**config.mk**
```make
export PLATFORM = sky130hd
export DESIGN_NAME = op_sequencer
export DESIGN_NICKNAME = d
export VERILOG_FILES = /design/src/rtl/op_seq_pkg.sv /design/src/rtl/frame_dwell_counter.sv /design/src/rtl/op_sequencer.sv
export SDC_FILE = /design/constraint.sdc
export NUM_CORES = 1
export LEC_CHECK = 0
export CAP_MARGIN = 15
export CORE_ASPECT_RATIO = 1.25
export CORE_MARGIN = 8
export CORE_UTILIZATION = 30
export DETAILED_ROUTE_END_ITERATION = 8
export SETUP_SLACK_MARGIN = 0.05
export SYNTH_ARGS = -nofsm -noshare
export SYNTH_HDL_FRONTEND = slang
export SYNTH_SLANG_ARGS = --single-unit
export TNS_END_PERCENT = 20
```
**constraint.sdc**
```tcl
create_clock -name clock -period 3.8 [get_ports clock]
set_input_delay 0.38 -clock clock [delete_from_list [all_inputs] [get_ports clock]]
set_output_delay 0.38 -clock clock [all_outputs]
set_load 0.1 [all_outputs]
```
**src/rtl/op_seq_pkg.sv**
```systemverilog
// Shared types for the frame-synchronous op sequencer: mode decode and FSM states.
package op_seq_pkg;

    typedef enum logic [1:0] {
        MANUAL = 2'b00,
        AUTO   = 2'b01,
        HOLD   = 2'b10
    } mode_t;

    typedef enum logic [1:0] {
        S_ORIG,
        S_RUN,
        S_DONE
    } seq_state_t;

    localparam logic [1:0] MODE_MANUAL = 2'b00;
    localparam logic [1:0] MODE_AUTO   = 2'b01;
    localparam logic [1:0] MODE_HOLD   = 2'b10;

    // Encoding 2'b11 folds into HOLD.
    function automatic mode_t decode_mode(input logic [1:0] m);
        case (m)
            MODE_MANUAL: return MANUAL;
            MODE_AUTO:   return AUTO;
            default:     return HOLD;
        endcase
    endfunction

endpackage

```
**src/rtl/frame_dwell_counter.sv**
```systemverilog
// Counts frames spent on the current op in AUTO; expire flags the frame that finishes the dwell.
module frame_dwell_counter #(
    parameter int DWELL_W = 8
) (
    input  logic               clock,
    input  logic               reset,
    input  logic               clear,
    input  logic               inc,
    input  logic [DWELL_W-1:0] dwell,
    output logic               expire
);

    logic [DWELL_W-1:0] cnt;
    logic [DWELL_W:0]   cnt_p1;
    logic [DWELL_W:0]   target;

    // One extra bit so a saturated count plus one still compares correctly.
    always_comb begin
        cnt_p1 = {1'b0, cnt} + (DWELL_W+1)'(1);
        target = (dwell == '0) ? (DWELL_W+1)'(1) : {1'b0, dwell};
        expire = (cnt_p1 >= target);
    end

    always_ff @(posedge clock) begin
        if (reset || clear)
            cnt <= '0;
        else if (inc && (cnt != '1))
            cnt <= cnt + DWELL_W'(1);
    end

endmodule

```
**src/rtl/op_sequencer.sv**
```systemverilog
// Steps the displayed op index only on frame_end, with manual, timed-auto and hold modes.
import op_seq_pkg::*;

module op_sequencer #(
    parameter int N_OPS      = 6,
    parameter int OP_W       = 4,
    parameter int LOOP_START = 1,
    parameter int DWELL_W    = 8
) (
    input  logic               clock,
    input  logic               reset,
    input  logic               frame_end,
    input  logic               keep_coming,
    input  logic [1:0]         mode,
    input  logic               step,
    input  logic               restart,
    input  logic [DWELL_W-1:0] dwell,
    output logic [OP_W-1:0]    current_op,
    output logic               op_changed,
    output logic               wrapped,
    output logic               done
);

    localparam logic [OP_W-1:0] LAST_OP = OP_W'(N_OPS - 1);
    localparam logic [OP_W-1:0] LOOP_OP = OP_W'(LOOP_START);

    seq_state_t      state, state_n;
    mode_t           mode_cur, mode_q;
    logic [OP_W-1:0] op_n;
    logic            chg_n, wrap_n;
    logic            step_pending, restart_pending;
    logic            step_eff, restart_eff;
    logic            expire, advance, cnt_clear, cnt_inc;

    // Requests landing in the frame_end cycle itself are honoured at that boundary.
    always_comb begin
        mode_cur    = decode_mode(mode);
        step_eff    = step_pending || (step && (mode_cur == MANUAL));
        restart_eff = restart_pending || restart;
        advance     = frame_end && !restart_eff &&
                      (((mode_cur == MANUAL) && step_eff) ||
                       ((mode_cur == AUTO) && expire));
        cnt_inc     = frame_end && !restart_eff && (mode_cur == AUTO) && !expire;
        cnt_clear   = (mode_cur != mode_q) ||
                      (frame_end && restart_eff) ||
                      (frame_end && (mode_cur == AUTO) && expire);
    end

    frame_dwell_counter #(.DWELL_W(DWELL_W)) u_dwell (
        .clock  (clock),
        .reset  (reset),
        .clear  (cnt_clear),
        .inc    (cnt_inc),
        .dwell  (dwell),
        .expire (expire)
    );

    always_ff @(posedge clock) begin
        if (reset) begin
            state      <= S_ORIG;
            current_op <= '0;
            op_changed <= 1'b0;
            wrapped    <= 1'b0;
        end else begin
            state      <= state_n;
            current_op <= op_n;
            op_changed <= chg_n;
            wrapped    <= wrap_n;
        end
    end

    always_ff @(posedge clock) begin
        if (reset) begin
            step_pending    <= 1'b0;
            restart_pending <= 1'b0;
            mode_q          <= MANUAL;
        end else begin
            step_pending    <= !frame_end && step_eff;
            restart_pending <= !frame_end && restart_eff;
            mode_q          <= mode_cur;
        end
    end

    always_comb begin
        state_n = state;
        op_n    = current_op;
        chg_n   = 1'b0;
        wrap_n  = 1'b0;
        if (frame_end && restart_eff) begin
            state_n = S_ORIG;
            op_n    = '0;
            chg_n   = (current_op != '0);
        end else if (advance) begin
            if (current_op < LAST_OP) begin
                state_n = S_RUN;
                op_n    = current_op + OP_W'(1);
                chg_n   = 1'b1;
            end else if (keep_coming) begin
                // Pulses even when LOOP_START equals the last op.
                state_n = (LOOP_START == 0) ? S_ORIG : S_RUN;
                op_n    = LOOP_OP;
                chg_n   = 1'b1;
                wrap_n  = 1'b1;
            end else begin
                state_n = S_DONE;
            end
        end
    end

    always_comb begin
        done = (state == S_DONE);
    end

endmodule

```
==> reports/summary.txt, run 1 <==
Status -> finished, final reports clean
Post-route cell area -> 1660 um^2
Pin count of the biggest net entering global routing -> 20
Final min period -> 3070 ps
Post-DP HPWL -> 2180 um
Worst path cell trace -> ha_1, nand3_2, or2_2, xnor2_1, ha_1, and3_4, a221oi_4, o211ai_4, or4_1, a21oi_1
Via density per instance -> 5.00
Ys flop type -> dfxtp_1
Fin nets -> 202
CTS Hold Bufs -> 0
Power Density -> 287 nW/um^2
H-tree levels -> 1
Drc violations -> 0
PortBufs -> 22
CP max stage cell -> or4_1
Post-layout util -> 0.386
Maximum VDD drop -> 0.114 mV
Max stage delay on crit path -> 520 ps
Clock Skews -> 11.1 ps
Die footprint -> 6760 um^2
Post-DRT Antenna Nets -> 0
Crit end category -> flip-flop
CTS Buf Count -> 3
RSZ-0062 raised after global routing -> no
Sequential cell area fraction in the yosys report -> 0.305
GR Layer Usage met1 -> 0.115
Fin crit share -> 0.808
Top cell type by total area after synthesis -> dfxtp_1
Fin Setup TNS -> 0 ps
Count leader, synth -> dfxtp_1
Vias in the first global route -> 1165
Die Span Y -> 89.9 um
First-pass GRT wire length -> 5060 um
CTS tree -> yes
Most frequent CP cell -> ha_1
Chip width -> 75.1 um
Initial DRC Count -> 30
Total Routing Usage GR -> 0.0902
Syn-to-layout area delta -> 26.4%
Maximum clock frequency -> 326 MHz
Area contributors post-synth -> dfxtp_1 (31%), ha_1 (11%), a21oi_1 (4.6%)
Post-synth EDFFs -> 0
Site row count -> 27
Warnings, synthesis -> 0
Path category of the worst min-delay check -> flip-flop to flip-flop
Worst slew pin tran -> 986 ps
Share of cells above drive strength 1 -> 0.0751
Total gr overflow -> 0
Number of diodes -> 0
Max clock buf depth -> 2
Max-cap violations -> 0
IO Count -> 23
Top-area cell type share of the netlist area -> 0.305
Req. time, crit path -> 3990 ps
Share of flip-flops with an asynchronous set or reset -> 0
Leakage Power -> 0.000631 uW
Crit Path Category -> flip-flop to flip-flop
RePlAce Congestion -> 0.777
M3 GR Usage -> 0.0233
Max FO, Critical Path -> 19
Detailed Routing Iterations Pass 1 -> 4
Initial Utilization -> 0.306
Mean Syn Cell Area -> 8.68 um^2
Worst-Skew Late Latency -> 260 ps
Relative slew margins -> 0.340
Core area -> 4290 um^2
Final hold violation count -> 0
Root Buffer Master -> clkbuf_8
Busiest metal layer after global routing -> met2
Crit start category -> flip-flop
Layout fillers -> 453
Top post-synthesis cells by count -> dfxtp_1 (20), inv_1 (14), a21oi_1 (12), ha_1 (12), nand2_1 (7)
CTS resizes -> 0
Number of synthesized register bits -> 20
CP Data Arrival Time -> 3260 ps
M2 GR Usage -> 0.135
DR vias -> 1154
Post-Synthesis Cells -> 151
Antenna violations before repair -> 0
Post-Syn Nets -> 179
Clock Sinks -> 20
Distinct cells, synth -> 45
Final setup viols -> 0
Cell Area, Placed -> 1590 um^2
Clk slew on worst S/H paths -> 80 ps
Mapped Area -> 1310 um^2
Fin. max-slew vios -> 0
Drt wl/cell -> 12.1 um
Total Wirelength -> 2790 um
Post-CTS Setup Repair Bufs -> 0
## state kept, by name (all words and copies together) (netlist names)
register / flops
state: 2
mode_q: 2
wrapped: 1
step_pending: 1
restart_pending: 1
op_changed: 1
current_op: 4
u_dwell.cnt: 8
## logic make-up (layout without fill, tap and decap cells)
logic type | after synthesis | count (layout) | synth area share
AND/OR/NAND/NOR | 47 | 47 | 0.214
AO/OA/AOI/OAI | 45 | 45 | 0.256
flip-flops | 20 | 20 | 0.305
buffers and inverters | 19 | 41 | 0.0563
adder cells (fa/ha/maj) | 12 | 12 | 0.115
XOR/XNOR | 7 | 7 | 0.0468
multiplexers | 1 | 1 | 0.00763
## worst max-delay path, delay by kind of cell (launching register included)
family | cells | cell delay (ps)
AND/OR/NAND/NOR | 4 | 1210
AO/OA/AOI/OAI | 3 | 700
adder cells (fa/ha/maj) | 2 | 550
flip-flops | 1 | 410
XOR/XNOR | 1 | 140
## cell usage in the layout, fill, tap and decap left out, types with 2 or more instances in the layout
cell type,count
clkdlybuf4s50_1,22
dfxtp_1,20
inv_1,14
a21oi_1,12
ha_1,12
nand2_1,7
nand3_1,6
o31ai_1,6
or4_1,6
nor2_1,5
xnor2_1,5
a21o_1,5
o21ai_1,5
nor3_1,5
clkbuf_8,3
xor2_1,2
nor4_1,2
a41o_1,2
nor2b_1,2
nand2b_1,2
a31oi_1,2
o21ai_0,2
and2_1,2
or3_1,2
## worst paths after layout
check / startpoint / to / slack (ps) / cells after the start
setup / recovery: u_dwell.cnt[0] / u_dwell.cnt[6] / 730 / 10
setup reg to reg: u_dwell.cnt[0] / u_dwell.cnt[6] / 730 / 10
hold reg to reg: state[1] / state[1] / 460 / 2
hold / removal: state[1] / state[1] / 460 / 2
## through the flow
step	setup WS [ps]	power, uW	cells	hold slack [ps]
after floorplan	1040	244	151	433
after global placement	721	268	227	450
after detailed placement	718	268	227	456
after CTS	694	484	231	467
after global routing	498	499	231	491
final	729	476	231	464
## area by class of cell
| type | count | area [um^2] | area share |
|---|---|---|---|
| Inverter | 15 | 56.3 | 0.0340 |
| Tap cell | 58 | 72.6 | 0.0438 |
| Clock inverter | 1 | 30.0 | 0.0181 |
| Sequential cell | 20 | 400 | 0.242 |
| Clock buffer | 3 | 41.3 | 0.0249 |
| Multi-Input combinational cell | 112 | 837 | 0.505 |
| Timing Repair Buffer | 22 | 220 | 0.133 |
## power by group
| group | switching (uW) | total, uW | internal, uW |
|---|---|---|---|
| sequential | 1.59 | 213 | 212 |
| combinational | 26.1 | 49.8 | 23.6 |
| clock | 71.8 | 212 | 141 |
| total | 99.5 | 476 | 376 |
## metal layers
layer  vias to the layer above  wire (um)
met5                         -          0
li1                        604          -
met2                        27       1250
met1                       521       1360
met4                         0         21
met3                         2        159
Power figures use the tool's default switching activity.
==> inputs of run 2 (changes only) <==
clock period = 3 ns   (was 3.8 ns; I/O delays follow)
==> reports/summary.txt, run 2 (synthesis results as in run 1) <==
Root Buffer Master -> clkbuf_8
Multi-input logic area -> 897 um^2 (+7.2%)
Final setup viols -> 0 (unchanged)
Path category of the worst min-delay check -> flip-flop to flip-flop
Clock Skews -> 6.86 ps (-4.22 ps)
Final min period -> 2850 ps (-216 ps)
Syn-to-layout area delta -> 35.2%
RSZ-0062 raised after global routing -> no
Layout fillers -> 444 (-2.0%)
Launching point of the worst reg2reg path -> u_dwell.cnt[0]
Hold Path Stages -> 2 (unchanged)
R2R cell count -> 10 (unchanged)
Die footprint -> 6760 um^2 (unchanged)
CP Data Arrival Time -> 3040 ps (-220 ps)
CTS tree -> yes
Post-DP HPWL -> 2290 um (+5.3%)
Power Density -> 304 nW/um^2 (+6.1%)
Total gr overflow -> 0 (unchanged)
RePlAce Congestion -> 0.780 (+0.30%)
Pin count of the biggest net entering global routing -> 19 (-5.0%)
Worst slew pin tran -> 972 ps (-14.9 ps)
Fin nets -> 214 (+5.9%)
Largest Register -> u_dwell.cnt
Total Routing Usage GR -> 0.0886 (-0.00159)
Max FO, Critical Path -> 4 (-15)
Crit Path Category -> flip-flop to flip-flop
Fin crit share -> 0.951 (+0.143)
IO Count -> 23 (unchanged)
CTS Hold Bufs -> 0 (unchanged)
Hold_sp -> state[1]
DR vias -> 1228 (+6.4%)
Number of flip-flops under the largest register name -> 8 (unchanged)
Chip width -> 75.1 um (unchanged)
Status -> finished, final reports clean
Hold path endpoint -> state[1]
Total Wirelength -> 3200 um (+15%)
Maximum clock frequency -> 350 MHz (+7.6%)
Final hold violation count -> 0 (unchanged)
Busiest metal layer after global routing -> met2
Core area -> 4290 um^2 (unchanged)
First-pass GRT wire length -> 4890 um (-3.5%)
PortBufs -> 22 (unchanged)
Initial Utilization -> 0.306 (unchanged)
Req. time, crit path -> 3180 ps (-810 ps)
M2 GR Usage -> 0.127 (-0.00795)
Commonest non-fill, non-tap cells in the layout -> dfxtp_1 (17), clkdlybuf4s50_1 (17), buf_4 (15), inv_1 (14), a21oi_1 (12)
Clk slew on worst S/H paths -> 80 ps (about the same)
M3 GR Usage -> 0.0278 (+0.00444)
Fin Setup TNS -> 0 ps (unchanged)
Register area -> 409 um^2 (+2.2%)
Detailed Routing Iterations Pass 1 -> 4 (unchanged)
Share of cells above drive strength 1 -> 0.205 (+0.130)
Fin. max-slew vios -> 0 (unchanged)
Leakage Power -> 0.000709 uW (+12%)
Maximum VDD drop -> 0.189 mV (+65%)
Post-DRT Antenna Nets -> 0 (unchanged)
Cell Count, Final, Fillers Out -> 243 (+5.2%)
GR Layer Usage met1 -> 0.116 (+0.00107)
Drc violations -> 0 (unchanged)
R2r endpoint -> u_dwell.cnt[4]
Number of diodes -> 0 (unchanged)
Crit end category -> flip-flop
Die Span Y -> 89.9 um (unchanged)
Relative slew margins -> 0.350 (+0.00993)
Crit start category -> flip-flop
Clock Sinks -> 20 (unchanged)
Initial DRC Count -> 28 (-6.7%)
H-tree levels -> 1 (unchanged)
Via density per instance -> 5.05 (+1.2%)
Max clock buf depth -> 2 (unchanged)
Max-cap violations -> 0 (unchanged)
FF-to-FF setup slack -> 150 ps (-580 ps)
Drt wl/cell -> 13.2 um (+8.9%)
Site row count -> 27 (unchanged)
Dpl cells -> 235 (+3.5%)
CTS Buf Count -> 3 (unchanged)
Largest registers -> u_dwell.cnt x8, current_op x4
Vias in the first global route -> 1139 (-2.2%)
Final Hold Slack -> 468 ps (+4.55 ps)
Antenna violations before repair -> 0 (unchanged)
Worst-Skew Late Latency -> 260 ps (about the same)
==> run 2: report_power, final <==
part	switching, uW	internal, uW
combinational	35.5	32.9
sequential	2.09	267
clock	85.7	117
==> run 2: worst max-delay path by stage <==
| stage | depth (start not counted) | to | slack (ps) | start |
|---|---|---|---|---|
| final | 10 | u_dwell.cnt[4] | 150 | u_dwell.cnt[0] |
| after global routing | 10 | u_dwell.cnt[4] | 20 | u_dwell.cnt[1] |
| after CTS | 10 | u_dwell.cnt[3] | 60 | u_dwell.cnt[0] |
| after detailed placement | 10 | u_dwell.cnt[4] | 70 | u_dwell.cnt[0] |
| after global placement | 10 | u_dwell.cnt[4] | 130 | u_dwell.cnt[0] |
| after floorplan | 10 | u_dwell.cnt[2] | 240 | u_dwell.cnt[0] |
==> run 2: timing repair <==
item	in CTS	in global routing
gates resized for setup	0	12
endpoints found under the setup margin	0	11
buffers inserted	0	2
==> run 2: routing by layer <==
| layer | wire, um | vias to the layer above | share of wire |
|---|---|---|---|
| met5 | 0 | - | 0 |
| met3 | 165 | 2 | 0.052 |
| met2 | 1460 | 22 | 0.45 |
| met1 | 1550 | 570 | 0.49 |
| li1 | - | 634 | - |
| met4 | 27 | 0 | 0.0084 |
==> run 2: layout make-up <==
class | count | share of cell area
clock buffers | 4 | 0.0311
inverters | 15 | 0.0318
multi-input cells | 114 | 0.506
flip-flops and latches | 20 | 0.231
well taps | 58 | 0.0409
repair buffers | 32 | 0.159
==> run 2: worst max-delay path, cell delays in order, from the launching register on <==
cell and delay (ps):
dfxtp_4 380, ha_4 140, nand3_2 80, or2_4 280
xnor2_2 130, ha_1 290, and3_4 200, a221oi_4 410
o211ai_2 210, or4_1 530, a21oi_1 130
==> run 2: per-stage QoR <==
step,power [uW],utilization,setup WS (ps),cell area [um^2]
2_1_floorplan,309,-,241,1310
3_3_place_gp,343,0.381,127,1630
3_5_place_dp,344,0.381,74.8,1630
4_1_cts,550,0.394,59.1,1690
5_1_grt,566,0.413,23.3,1770
6_report,539,0.413,146,1770
==> inputs of run 3 (changes only) <==
CTS_BUF_LIST = sky130_fd_sc_hd__clkbuf_4   (was unset)
==> reports/summary.txt, run 3 (synthesis results as in run 1) <==
Status -> finished, final reports clean
Highest routed layer -> met4
CTS Buf Count -> 3 (unchanged)
Vias in the first global route -> 1145 (+0.53%)
Total Routing Usage GR -> 0.0897 (+0.00109)
Power Density -> 270 nW/um^2 (-11%)
Detailed Routing Iterations Pass 1 -> 4 (unchanged)
Die footprint -> 6760 um^2 (unchanged)
Worst-Skew Late Latency -> 300 ps (+40 ps)
Total gr overflow -> 0 (unchanged)
H-tree levels -> 1 (unchanged)
Fin. max-slew vios -> 0 (unchanged)
Clock Skews -> 11.6 ps (+4.70 ps)
Fin Setup TNS -> 0 ps (unchanged)
Max FO, Critical Path -> 8 (+4)
Layout fillers -> 451 (+1.6%)
Post-route cell area -> 1730 um^2 (-2.2%)
Root Buffer Master -> clkbuf_4
Share of cells above drive strength 1 -> 0.203 (-0.00220)
Cell Area, Placed -> 1630 um^2 (unchanged)
PortBufs -> 22 (unchanged)
Commonest non-fill, non-tap cells in the layout -> dfxtp_1 (17), clkdlybuf4s50_1 (17), buf_4 (17), inv_1 (14)
Syn-to-layout area delta -> 32.3%
Path category of the worst min-delay check -> flip-flop to flip-flop
Number of flip-flops under the largest register name -> 8 (unchanged)
Drc violations -> 0 (unchanged)
Number of diodes -> 0 (unchanged)
Maximum VDD drop -> 0.244 mV (+29%)
Max-cap violations -> 0 (unchanged)
Total chip power -> 469 uW (-13%)
Leakage Power -> 0.000695 uW (-1.9%)
Worst slew pin tran -> 971 ps (-0.635 ps)
DR vias -> 1235 (+0.57%)
Die Span Y -> 89.9 um (unchanged)
Met1 Wirelength -> 1530 um (-1.5%)
Via density per instance -> 5.04 (-0.25%)
Crit start category -> flip-flop
Largest registers -> u_dwell.cnt x8, current_op x4
Req. time, crit path -> 3180 ps (about the same)
CP Data Arrival Time -> 3000 ps (-40 ps)
Crit end category -> flip-flop
Clk slew on worst S/H paths -> 120 ps (+40 ps)
Final hold violation count -> 0 (unchanged)
Pre-CTS setup slack -> 74.8 ps (unchanged)
RSZ-0062 raised after global routing -> no
Total Wirelength -> 3200 um (-0.22%)
Max clock buf depth -> 2 (unchanged)
Met3 wire len -> 164 um (-0.61%)
Largest Register -> u_dwell.cnt
Relative slew margins -> 0.351 (+0.000424)
CTS Hold Bufs -> 0 (unchanged)
Met2 WL post-DR -> 1440 um (-0.96%)
Final setup viols -> 0 (unchanged)
Drt wl/cell -> 13.0 um (-1.0%)
Crit Path Category -> flip-flop to flip-flop
Initial Utilization -> 0.306 (unchanged)
RePlAce Congestion -> 0.780 (unchanged)
Antenna violations before repair -> 0 (unchanged)
Maximum clock frequency -> 355 MHz (+1.3%)
Final min period -> 2820 ps (-36.4 ps)
IO Count -> 23 (unchanged)
Final Hold Slack -> 476 ps (+7.58 ps)
Post-DP HPWL -> 2290 um (unchanged)
Fin crit share -> 0.939 (-0.0121)
Core area -> 4290 um^2 (unchanged)
Clock Sinks -> 20 (unchanged)
Pin count of the biggest net entering global routing -> 19 (unchanged)
Chip width -> 75.1 um (unchanged)
Site row count -> 27 (unchanged)
Post-DRT Antenna Nets -> 0 (unchanged)
First-pass GRT wire length -> 4920 um (+0.70%)
Fin nets -> 216 (+0.93%)
Final WS setup -> 182 ps (+36.4 ps)
Initial DRC Count -> 37 (+32%)
CTS tree -> yes
## run 3: cell count changes in the layout (fill, tap and decap cells not counted), sizes merged
cell	previous run	this run
buf	15	17
clkinv	0	1
o211ai	4	3
## run 3: where the power goes
part / internal, uW / leakage, uW / switching (uW)
clock network: 48.5 / 0.0000154 / 82.2
registers: 268 / 0.000164 / 1.99
logic: 33.1 / 0.000516 / 35.5
## run 3: repair_timing
action | in CTS | in global routing
buffers inserted | 0 | 5
setup endpoints to repair | 3 | 11
pin swaps | 1 | 6
hold endpoints to repair | 0 | 0
gates resized for setup | 0 | 9
cloned | 0 | 1
## run 3: layer usage
metal,vias to the layer above,global-route usage
met1,570,0.116
li1,634,-
met2,26,0.129
met3,5,0.0278
met5,-,0
met4,0,0.0434
## run 3: path summary, 6_finish.rpt
kind	endpoint	slack, ps	from	cells past startpoint
hold reg to reg	state[1]	480	state[1]	2
setup reg to reg	u_dwell.cnt[3]	180	u_dwell.cnt[0]	12
hold / removal	state[1]	480	state[1]	2
setup / recovery	u_dwell.cnt[3]	180	u_dwell.cnt[0]	12
## run 3: metrics by stage
stage / util / cells
global placement: 0.381 / 235
floorplan: - / 151
detailed placement: 0.381 / 235
global route: 0.404 / 245
CTS: 0.387 / 239
finish: 0.404 / 245
## run 3: area by class of cell
type                    count  area, um^2  area share
multi-input cells         113         867       0.500
flip-flops and latches     20         407       0.234
repair buffers             35         305       0.176
well taps                  58        72.6      0.0418
inverters                  15        56.3      0.0325
clock buffers               3        22.5      0.0130
clock inverters             1        3.75     0.00216
## run 3: critical path, cell delays in order (launching register included)
cell and delay [ps]:
dfxtp_2 360, ha_2 190, nand3_2 90, or2_4 270, xnor2_1 120, ha_1 290, and3_4 200, a221oi_4 370
o211ai_4 160, clkbuf_4 210, buf_4 150, o31ai_1 210, a21oi_1 90
